**src/rtl/dc_dw_weight_updater.sv**
```systemverilog
`default_nettype none
// ============================================================================
//  Module      : dc_dw_weight_updater
//  Description : Consumer of the backprop_stack dc_dw interface. Walks every
//                row of every layer, fetches the gradient row and the matching
//                weight row, and writes back w - (dc_dw >>> lr_shift) with
//                signed saturation. Three cycles per row (REQ, CAPT, WRITE).
//  Revision    : 1.0 - initial release
// ============================================================================
module dc_dw_weight_updater #(
    parameter int MAX_LAYER_SIZE = 4,
    parameter int DATA_SIZE      = 16,
    parameter int SIZE           = 3
) (
    input  logic                      clk,
    input  logic                      reset,
    input  logic                      start,
    input  logic [31:0]               num_layers,
    input  logic [3:0]                lr_shift,
    output logic                      cal_dc_dw,
    output logic [31:0]               dc_dw_layer,
    output logic [31:0]               dc_dw_row,
    input  logic [DATA_SIZE*SIZE-1:0] dc_dw_stream,
    output logic                      weight_rd_en,
    output logic                      weight_wr_en,
    output logic [31:0]               weight_layer,
    output logic [31:0]               weight_row,
    input  logic [DATA_SIZE*SIZE-1:0] weight_rd_data,
    output logic [DATA_SIZE*SIZE-1:0] weight_wr_data,
    output logic                      busy,
    output logic                      done
);

    localparam int ROW_W = DATA_SIZE * SIZE;

    typedef enum logic [1:0] {
        S_IDLE  = 2'd0,
        S_REQ   = 2'd1,
        S_CAPT  = 2'd2,
        S_WRITE = 2'd3
    } state_t;

    state_t      r_state;
    logic [31:0] r_num_layers;
    logic [3:0]  r_lr_shift;
    logic [31:0] r_layer;
    logic [31:0] r_row;

    logic [31:0]      w_clamped;
    logic             w_row_wrap;
    logic             w_last;
    logic [31:0]      w_next_row;
    logic [31:0]      w_next_layer;
    logic [ROW_W-1:0] w_new_row;

    // Layer count is bounded by the number of layers the stack can hold.
    assign w_clamped = (num_layers > 32'(MAX_LAYER_SIZE)) ? 32'(MAX_LAYER_SIZE) : num_layers;

    // Row/layer walk: rows ascending inside a layer, layers ascending.
    assign w_row_wrap   = (r_row == 32'(SIZE - 1));
    assign w_last       = w_row_wrap && (r_layer == (r_num_layers - 32'd1));
    assign w_next_row   = w_row_wrap ? 32'd0 : (r_row + 32'd1);
    assign w_next_layer = w_row_wrap ? (r_layer + 32'd1) : r_layer;

    // Per-element update: element i sits in the MSB-first slot i of each row.
    for (genvar i = 0; i < SIZE; i++) begin : g_elem
        localparam logic [DATA_SIZE-1:0] c_sat_max = {1'b0, {(DATA_SIZE-1){1'b1}}};
        localparam logic [DATA_SIZE-1:0] c_sat_min = {1'b1, {(DATA_SIZE-1){1'b0}}};

        logic signed [DATA_SIZE-1:0] w_wt;
        logic signed [DATA_SIZE-1:0] w_grad;
        logic signed [DATA_SIZE-1:0] w_delta;
        logic signed [DATA_SIZE:0]   w_diff;
        logic        [DATA_SIZE-1:0] w_sat;

        assign w_wt    = weight_rd_data[(SIZE-i)*DATA_SIZE-1 -: DATA_SIZE];
        assign w_grad  = dc_dw_stream[(SIZE-i)*DATA_SIZE-1 -: DATA_SIZE];
        // Arithmetic shift rounds toward negative infinity.
        assign w_delta = w_grad >>> r_lr_shift;
        // One extra bit so the subtraction itself can never wrap.
        assign w_diff  = {w_wt[DATA_SIZE-1], w_wt} - {w_delta[DATA_SIZE-1], w_delta};
        // Top two bits disagree only when the result left the representable range.
        assign w_sat   = (w_diff[DATA_SIZE] != w_diff[DATA_SIZE-1])
                       ? (w_diff[DATA_SIZE] ? c_sat_min : c_sat_max)
                       : w_diff[DATA_SIZE-1:0];

        assign w_new_row[(SIZE-i)*DATA_SIZE-1 -: DATA_SIZE] = w_sat;
    end

    // Sequencer: every output is registered and strobes default low each cycle.
    // The update is computed straight off the returned buses during CAPT and
    // registered into weight_wr_data, so the write lands in the following cycle.
    always_ff @(posedge clk) begin
        if (reset) begin
            r_state        <= S_IDLE;
            r_num_layers   <= 32'd0;
            r_lr_shift     <= 4'd0;
            r_layer        <= 32'd0;
            r_row          <= 32'd0;
            cal_dc_dw      <= 1'b0;
            dc_dw_layer    <= 32'd0;
            dc_dw_row      <= 32'd0;
            weight_rd_en   <= 1'b0;
            weight_wr_en   <= 1'b0;
            weight_layer   <= 32'd0;
            weight_row     <= 32'd0;
            weight_wr_data <= '0;
            busy           <= 1'b0;
            done           <= 1'b0;
        end else begin
            cal_dc_dw    <= 1'b0;
            weight_rd_en <= 1'b0;
            weight_wr_en <= 1'b0;
            done         <= 1'b0;

            case (r_state)
                S_IDLE: begin
                    if (start) begin
                        r_num_layers <= w_clamped;
                        r_lr_shift   <= lr_shift;
                        r_layer      <= 32'd0;
                        r_row        <= 32'd0;
                        if (w_clamped == 32'd0) begin
                            // Nothing to update: finish immediately without strobes.
                            done <= 1'b1;
                        end else begin
                            busy         <= 1'b1;
                            r_state      <= S_REQ;
                            cal_dc_dw    <= 1'b1;
                            weight_rd_en <= 1'b1;
                            dc_dw_layer  <= 32'd0;
                            dc_dw_row    <= 32'd0;
                            weight_layer <= 32'd0;
                            weight_row   <= 32'd0;
                        end
                    end
                end

                S_REQ: begin
                    r_state <= S_CAPT;
                end

                S_CAPT: begin
                    weight_wr_data <= w_new_row;
                    weight_wr_en   <= 1'b1;
                    r_state        <= S_WRITE;
                end

                S_WRITE: begin
                    if (w_last) begin
                        busy    <= 1'b0;
                        done    <= 1'b1;
                        r_state <= S_IDLE;
                    end else begin
                        r_row        <= w_next_row;
                        r_layer      <= w_next_layer;
                        cal_dc_dw    <= 1'b1;
                        weight_rd_en <= 1'b1;
                        dc_dw_layer  <= w_next_layer;
                        dc_dw_row    <= w_next_row;
                        weight_layer <= w_next_layer;
                        weight_row   <= w_next_row;
                        r_state      <= S_REQ;
                    end
                end

                default: begin
                    r_state <= S_IDLE;
                end
            endcase
        end
    end

endmodule
`default_nettype wire

```
**config.mk**
```make
export PLATFORM = sky130hd
export DESIGN_NAME = dc_dw_weight_updater
export DESIGN_NICKNAME = d
export VERILOG_FILES = /design/src/rtl/dc_dw_weight_updater.sv
export SDC_FILE = /design/constraint.sdc
export NUM_CORES = 1
export LEC_CHECK = 0
export ABC_AREA = 0
export BUFFER_PORTS_ARGS = -buffer_cell sky130_fd_sc_hd__buf_2
export CAP_MARGIN = 15
export CELL_PAD_IN_SITES_DETAIL_PLACEMENT = 0
export CELL_PAD_IN_SITES_GLOBAL_PLACEMENT = 2
export CORE_UTILIZATION = 35
export DETAILED_ROUTE_END_ITERATION = 8
export PLACE_DENSITY_LB_ADDON = 0.1
export RECOVER_POWER = 50
export SYNTH_ARGS = -nofsm -noshare
export SYNTH_HDL_FRONTEND = slang
export SYNTH_SLANG_ARGS = --single-unit
```
**constraint.sdc**
```tcl
create_clock -name clk -period 7 [get_ports clk]
set_input_delay 1.4 -clock clk [delete_from_list [all_inputs] [get_ports clk]]
set_output_delay 1.4 -clock clk [all_outputs]
set_load 0.005 [all_outputs]
```
* After elaboration in Yosys (flattened, before gate mapping)
Index checks and enable logic that the tools add are counted.
** Cells by class
- Add/subtract/negate cells :: 6
- Multiply operators :: 0
- Div/mod/pow operators :: 0
- Order comparisons :: 1
- Equality and inequality tests :: 12
- Shift operators :: 3
- Multiplexer cells :: 35
- Bitwise logic cells :: 0
- Reduce and logical (&&, ||, !) cells :: 9
** Operators by type and width (count)
- $mux 32 :: 8
- $pmux 32 s2 :: 4
- $mux 16 :: 6
- $add 32x1->32 const B :: 2
- $sub 16x16->17 :: 3
- $sshr 16x4->16 :: 3
- $eq 32x2->1 const B :: 1
- $eq 32x32->1 :: 1
- $gt 32x3->1 const B :: 1
- $logic_not 32->1 :: 1
- $sub 32x1->32 const B :: 1
- $mux 1 :: 11
- $ne 2x2->1 const B :: 4
- $pmux 2 s4 :: 1
- $reduce_and 4->1 :: 2
- $pmux 1 s2 :: 3
- $eq 2x2->1 const B :: 2
- $mux 2 :: 2
- $reduce_and 2->1 :: 2
- $ne 1x1->1 :: 3
- $reduce_and 3->1 :: 1
- $eq 2x1->1 const B :: 1
- $logic_not 2->1 :: 1
- $reduce_bool 2->1 :: 1
- $logic_and 1x1->1 :: 1
** Word-level totals
- Register bits after elaboration :: 218
- Latch bits :: 0
- Bits in writable memories :: 0
- ROM bits :: 0
- Input port bits :: 135
- Output and inout bits :: 181
- Word-level logic and storage cells :: 78
- Memories kept :: 0

* Depth between registers and ports, before layout
- Word-level depth :: 6
- Depth in mapped cells :: 21
- Mapped depth without buffers :: 18

* Worst setup path before layout
Ideal clock, no wire load.
- Kind :: input-to-reg
- Start :: input dc_dw_stream[15]
- End :: register weight_wr_data[14]
- Setup time :: 0.086 ns
- Arrival time :: 4.616 ns
- Required time :: 6.914 ns
- Slack :: 2.299 ns
- Stages on the path :: 18
- Buffers on the path :: 1
- Path through :: inv_1 nand2_1 o211ai_1 o21ai_0 nand2_1 o21ai_0 mux2_2 ha_1 fa_1 nor2b_1 o31a_1 o211ai_1 a311oi_1 o21ai_0 a2bb2oi_1 clkbuf_1 maj3_1 a211oi_1
** On the way
- Longest elaborated chain between the ends :: 4
- Elaborated cells between the ends (all ways) :: 5
- Those cells by class :: add/sub: 1; eq/ne: 1; shift: 1; mux: 2
** Ends and longest elaborated chain
- start, declared :: RTL line 23 : input logic [DATA_SIZE*SIZE-1:0] dc_dw_stream,
- $sshr 16x4->16 (*) :: RTL line 79 : assign w_delta = w_grad >>> r_lr_shift;
- $sub 16x16->17 (*) :: RTL line 81 : assign w_diff = {w_wt[DATA_SIZE-1], w_wt} - {w_delta[DATA_SIZE-1], w_delta};
- $mux 16 / $ne 1x1->1 (equally long branches) :: RTL line 84, 83
- $mux 16 (*) :: RTL line 84 : ? (w_diff[DATA_SIZE] ? c_sat_min : c_sat_max)
- end signal, assigned :: RTL line 144 : weight_wr_data <= w_new_row;
- end, declared :: RTL line 29 : output logic [DATA_SIZE*SIZE-1:0] weight_wr_data,
Every way passes the cells marked *; elsewhere a longest branch is shown, timed or not.
A chain may end at the register's enable or synchronous reset.

==> impl_metrics.toml <==
[clock_network]
clock_tree_from_tritoncts = "yes"
clk_pin_slew_worst_paths_ns = 0.06
post_cts_buffers = 0
cts_hold_buf = 0
cts.htree.levels = 1
clk_path_buf_depth = 3
clock_tree.root_cell = "sky130_fd_sc_hd__clkbuf_16"
cts-resized-gates = 0
clock-sinks = 218
numCtsBuffers = 27
clkLatencyLatePin_ns = 0.56

[synthesis]
postSynth.asyncResetShare_pct = 0
yosys.area_share.xor_xnor_pct = 7.18
synthAdderAreaFrac_pct = 7.57
postSynthCellCount = 1978
synth_area_um2 = 15600
synth_mux_area_share_pct = 6.35
synth_ff_type = "sky130_fd_sc_hd__dfxtp_1"
yosysTopAreaCell = "sky130_fd_sc_hd__dfxtp_1"
ys_warn_count = 0
postSynthNetCount = 2172
synth_cell_type_count = 86
synth.top_cells.by_area = "sky130_fd_sc_hd__dfxtp_1 28%, sky130_fd_sc_hd__nor2_1 4.5%, sky130_fd_sc_hd__ha_1 4.5%"
synth_top_family_by_area = "simple AND/OR/NAND/NOR gates"
share_of_the_yosys_chip_area_belonging_to_registers_pct = 28.0
synth.top_cell.area_share_pct = 28.0
synth_compound_gate_area_share_pct = 18.8
ys_seq_elements = 218
synth_simple_gate_area_share_pct = 24.7
syn_area_per_cell_um2 = 7.89
count_of_flip_flops_with_a_built_in_enable_after_synthesis = 0

[timing]
tns_ns = 0
tightest_slew_ns = 3.24
max_freq_mhz = 173
worst_clk_skew_ns = 0.0125
grt_setup_unrepaired = "false"
final_hold_viol_count = 0
final-max-slew-violation-count = 97
setup_viol = 0
finalCritPeriodShare_pct = 82.5
final_critical_path_time_including_i_o_delays_and_setup_ns = 5.78
maxSlewHeadroom_pct = -116
setup_ws_ns = 1.22

[worst_setup_path]
critPathMaxFanout = 101
worst_ep_arrival_time_ns = 6.21
r2r_setup_slack_ns = 1.68
r2r-end = "weight_wr_data[14]$_SDFFE_PP0P_"
timing.setup.critical_path_class = "in2reg"
critical_path_required_ns = 7.44
critPathLaunchType = "input pin"
cp-end-kind = "flip-flop"
r2r.worst_path.cells = 16
launch_point_of_the_worst_reg_to_reg_path = "r_lr_shift[0]$_SDFFE_PP0P_"

[grt]
grt_max_degree = 102
grt_first_pass_wirelength_um = 79700
antenna_found_initial = 10
global_route.overflow_total = 0
first_global_vias = 14071
grtUsageTotal_pct = 22.3

[power]
total_power_mw = 5.44
leakage_nw = 6.84
vdd_drop_max_v = 0.000209
powerDensity_nw_per_um2 = 307

[place]
dp_slack_ns = 1.64
gp_routability_congestion = 0.879
buffer_ports.inserted = 315
place_area_um2 = 17100
place_hpwl_um = 38700

[route]
drt_iter0_drc = 750
postRouteWirelength_um = 51300
drc_errors = 0
post_drt_via_cell_ratio = 5.28
1st_pass_router_iterations = 5
vias = 14653
postRouteAntennaNets = 0
wl_per_cell_um = 18.5

[min_path]
whs_path_depth = 2
worstHoldStart = "weight_layer[28]$_SDFFE_PP0P_"
timing.hold.worst_endpoint = "weight_layer[28]$_SDFFE_PP0P_"
hold_path.class = "reg2reg"

[job]
cap_violations = 2

[layout]
postLayoutCellArea_um2 = 17800
drive_above_1_share_pct = 14.0
area_delta_synth_final_pct = 13.8
nets = 2356
layout.filler_cells = 4794

[floorplanning]
die_height_um = 213
num_io_pins = 316
initial_util_pct = 35.4
floorplan_die_area_um2 = 45400
die_w_um = 213
core_area_um2 = 44100
std_cell_rows = 77

[outcome]
violations = "capacitance limit, slew limit"
status = "complete, but fails checks"
-- critical path, stage by stage --
cell and delay [ns]:
sky130_fd_sc_hd__buf_6 0.57, sky130_fd_sc_hd__clkbuf_1 2.34, sky130_fd_sc_hd__nor2_1 1.29, sky130_fd_sc_hd__and2_1 0.52
-- cell type report --
cell class                      count  area (um2)  share of cell area, %
Timing Repair Buffer              338        1570                   8.83
Tap cell                          592         741                   4.17
Antenna cell                        1        2.50                 0.0141
Inverter                           46         173                  0.972
Clock buffer                       39         761                   4.28
Sequential cell                   218        4370                   24.6
Multi-Input combinational cell   1531       10100                   56.8
Clock inverter                      9        55.1                  0.310
-- power by group --
| group | switching, mW | leakage [nW] | internal (mW) |
|---|---|---|---|
| logic | 1.62 | 4.68 | 1.07 |
| registers | 0.0807 | 1.76 | 1.36 |
| clock network | 0.566 | 0.404 | 0.751 |
-- cell usage in the layout (no fill, tap or decap), types with 13 or more instances in the layout --
cell type	instances
sky130_fd_sc_hd__buf_2	165
sky130_fd_sc_hd__xnor2_1	72
sky130_fd_sc_hd__or3_1	26
sky130_fd_sc_hd__nor2b_1	22
sky130_fd_sc_hd__nand3_1	40
sky130_fd_sc_hd__and2_1	39
sky130_fd_sc_hd__nor2_1	187
sky130_fd_sc_hd__buf_4	21
sky130_fd_sc_hd__nor3_1	39
sky130_fd_sc_hd__a22oi_1	13
sky130_fd_sc_hd__nand2_1	185
sky130_fd_sc_hd__a211oi_1	45
sky130_fd_sc_hd__nand4_1	34
sky130_fd_sc_hd__xor2_1	56
sky130_fd_sc_hd__dfxtp_1	216
sky130_fd_sc_hd__mux2i_1	63
sky130_fd_sc_hd__o21ai_0	132
sky130_fd_sc_hd__nor4_1	28
sky130_fd_sc_hd__o21ai_1	23
sky130_fd_sc_hd__maj3_1	42
sky130_fd_sc_hd__and3_1	28
sky130_fd_sc_hd__inv_1	44
sky130_fd_sc_hd__mux2_2	26
sky130_fd_sc_hd__a21oi_1	109
sky130_fd_sc_hd__ha_1	55
sky130_fd_sc_hd__clkbuf_1	156
sky130_fd_sc_hd__clkbuf_16	27
sky130_fd_sc_hd__a31oi_1	27
sky130_fd_sc_hd__nand2b_1	32
sky130_fd_sc_hd__nand3b_1	25
-- cell families after synthesis --
kind of cell | count (synthesis)
flops | 218
simple gates | 747
compound gates | 463
fa+ha+maj | 101
buf+inv | 229
xor+xnor | 128
mux | 92
-- flip-flops by register name (all words and copies together), names as in the netlist, 2 cells and up --
signal          flops
r_layer            32
r_lr_shift          4
r_num_layers       32
r_row              32
r_state             2
weight_layer       32
weight_row         32
weight_wr_data     48
-- per-layer routing --
metal  vias to the layer above  routed length [um]  GRT usage [%]
li1                       7383                   -              -
met2                       306               24600           38.8
met4                        16                 827           4.56
met1                      6885               23300           28.6
met3                        63                2510           4.06
met5                         -                 102              0
-- worst max path at each step --
stage | from | endpoint | slack (ns) | cells after the start
after floorplan | dc_dw_stream[15] | weight_wr_data[14]$_SDFFE_PP0P_ | 2.30 | 18
after global placement | dc_dw_stream[43] | weight_wr_data[45]$_SDFFE_PP0P_ | 1.65 | 15
after detailed placement | dc_dw_stream[15] | weight_wr_data[3]$_SDFFE_PP0P_ | 1.64 | 19
after CTS | r_lr_shift[0]$_SDFFE_PP0P_ | weight_wr_data[3]$_SDFFE_PP0P_ | 1.72 | 16
after global routing | reset | r_num_layers[27]$_SDFFE_PP0P_ | 0.58 | 4
final | reset | r_num_layers[27]$_SDFFE_PP0P_ | 1.22 | 4
-- Yosys cell counts, drive strengths merged, types with 12 or more instances --
| library cell | instances |
|---|---|
| a31oi | 27 |
| o21ai | 155 |
| maj3 | 42 |
| ha | 56 |
| mux2i | 63 |
| nor4 | 32 |
| and2 | 40 |
| mux2 | 26 |
| buf | 90 |
| or3 | 26 |
| nand4 | 34 |
| a22oi | 20 |
| nor3 | 42 |
| nor2b | 22 |
| nor2 | 187 |
| clkbuf | 93 |
| nand3b | 25 |
| a21o | 12 |
| nand2b | 32 |
| xnor2 | 72 |
| dfxtp | 218 |
| a211oi | 46 |
| or2 | 13 |
| and3 | 29 |
| inv | 44 |
| xor2 | 56 |
| nand3 | 40 |
| nand2 | 188 |
| a21oi | 110 |
-- through the flow --
stage          cells  utilization (%)  hold WS, ns
2_1_floorplan   1978                -        0.449
4_1_cts         2773             40.7        0.458
3_3_place_gp    2724             38.8        0.441
3_5_place_dp    2725             38.8        0.450
6_report        2774             40.2        0.455
5_1_grt         2773             40.2        0.495
No activity file was read; power rests on OpenSTA's default activity.
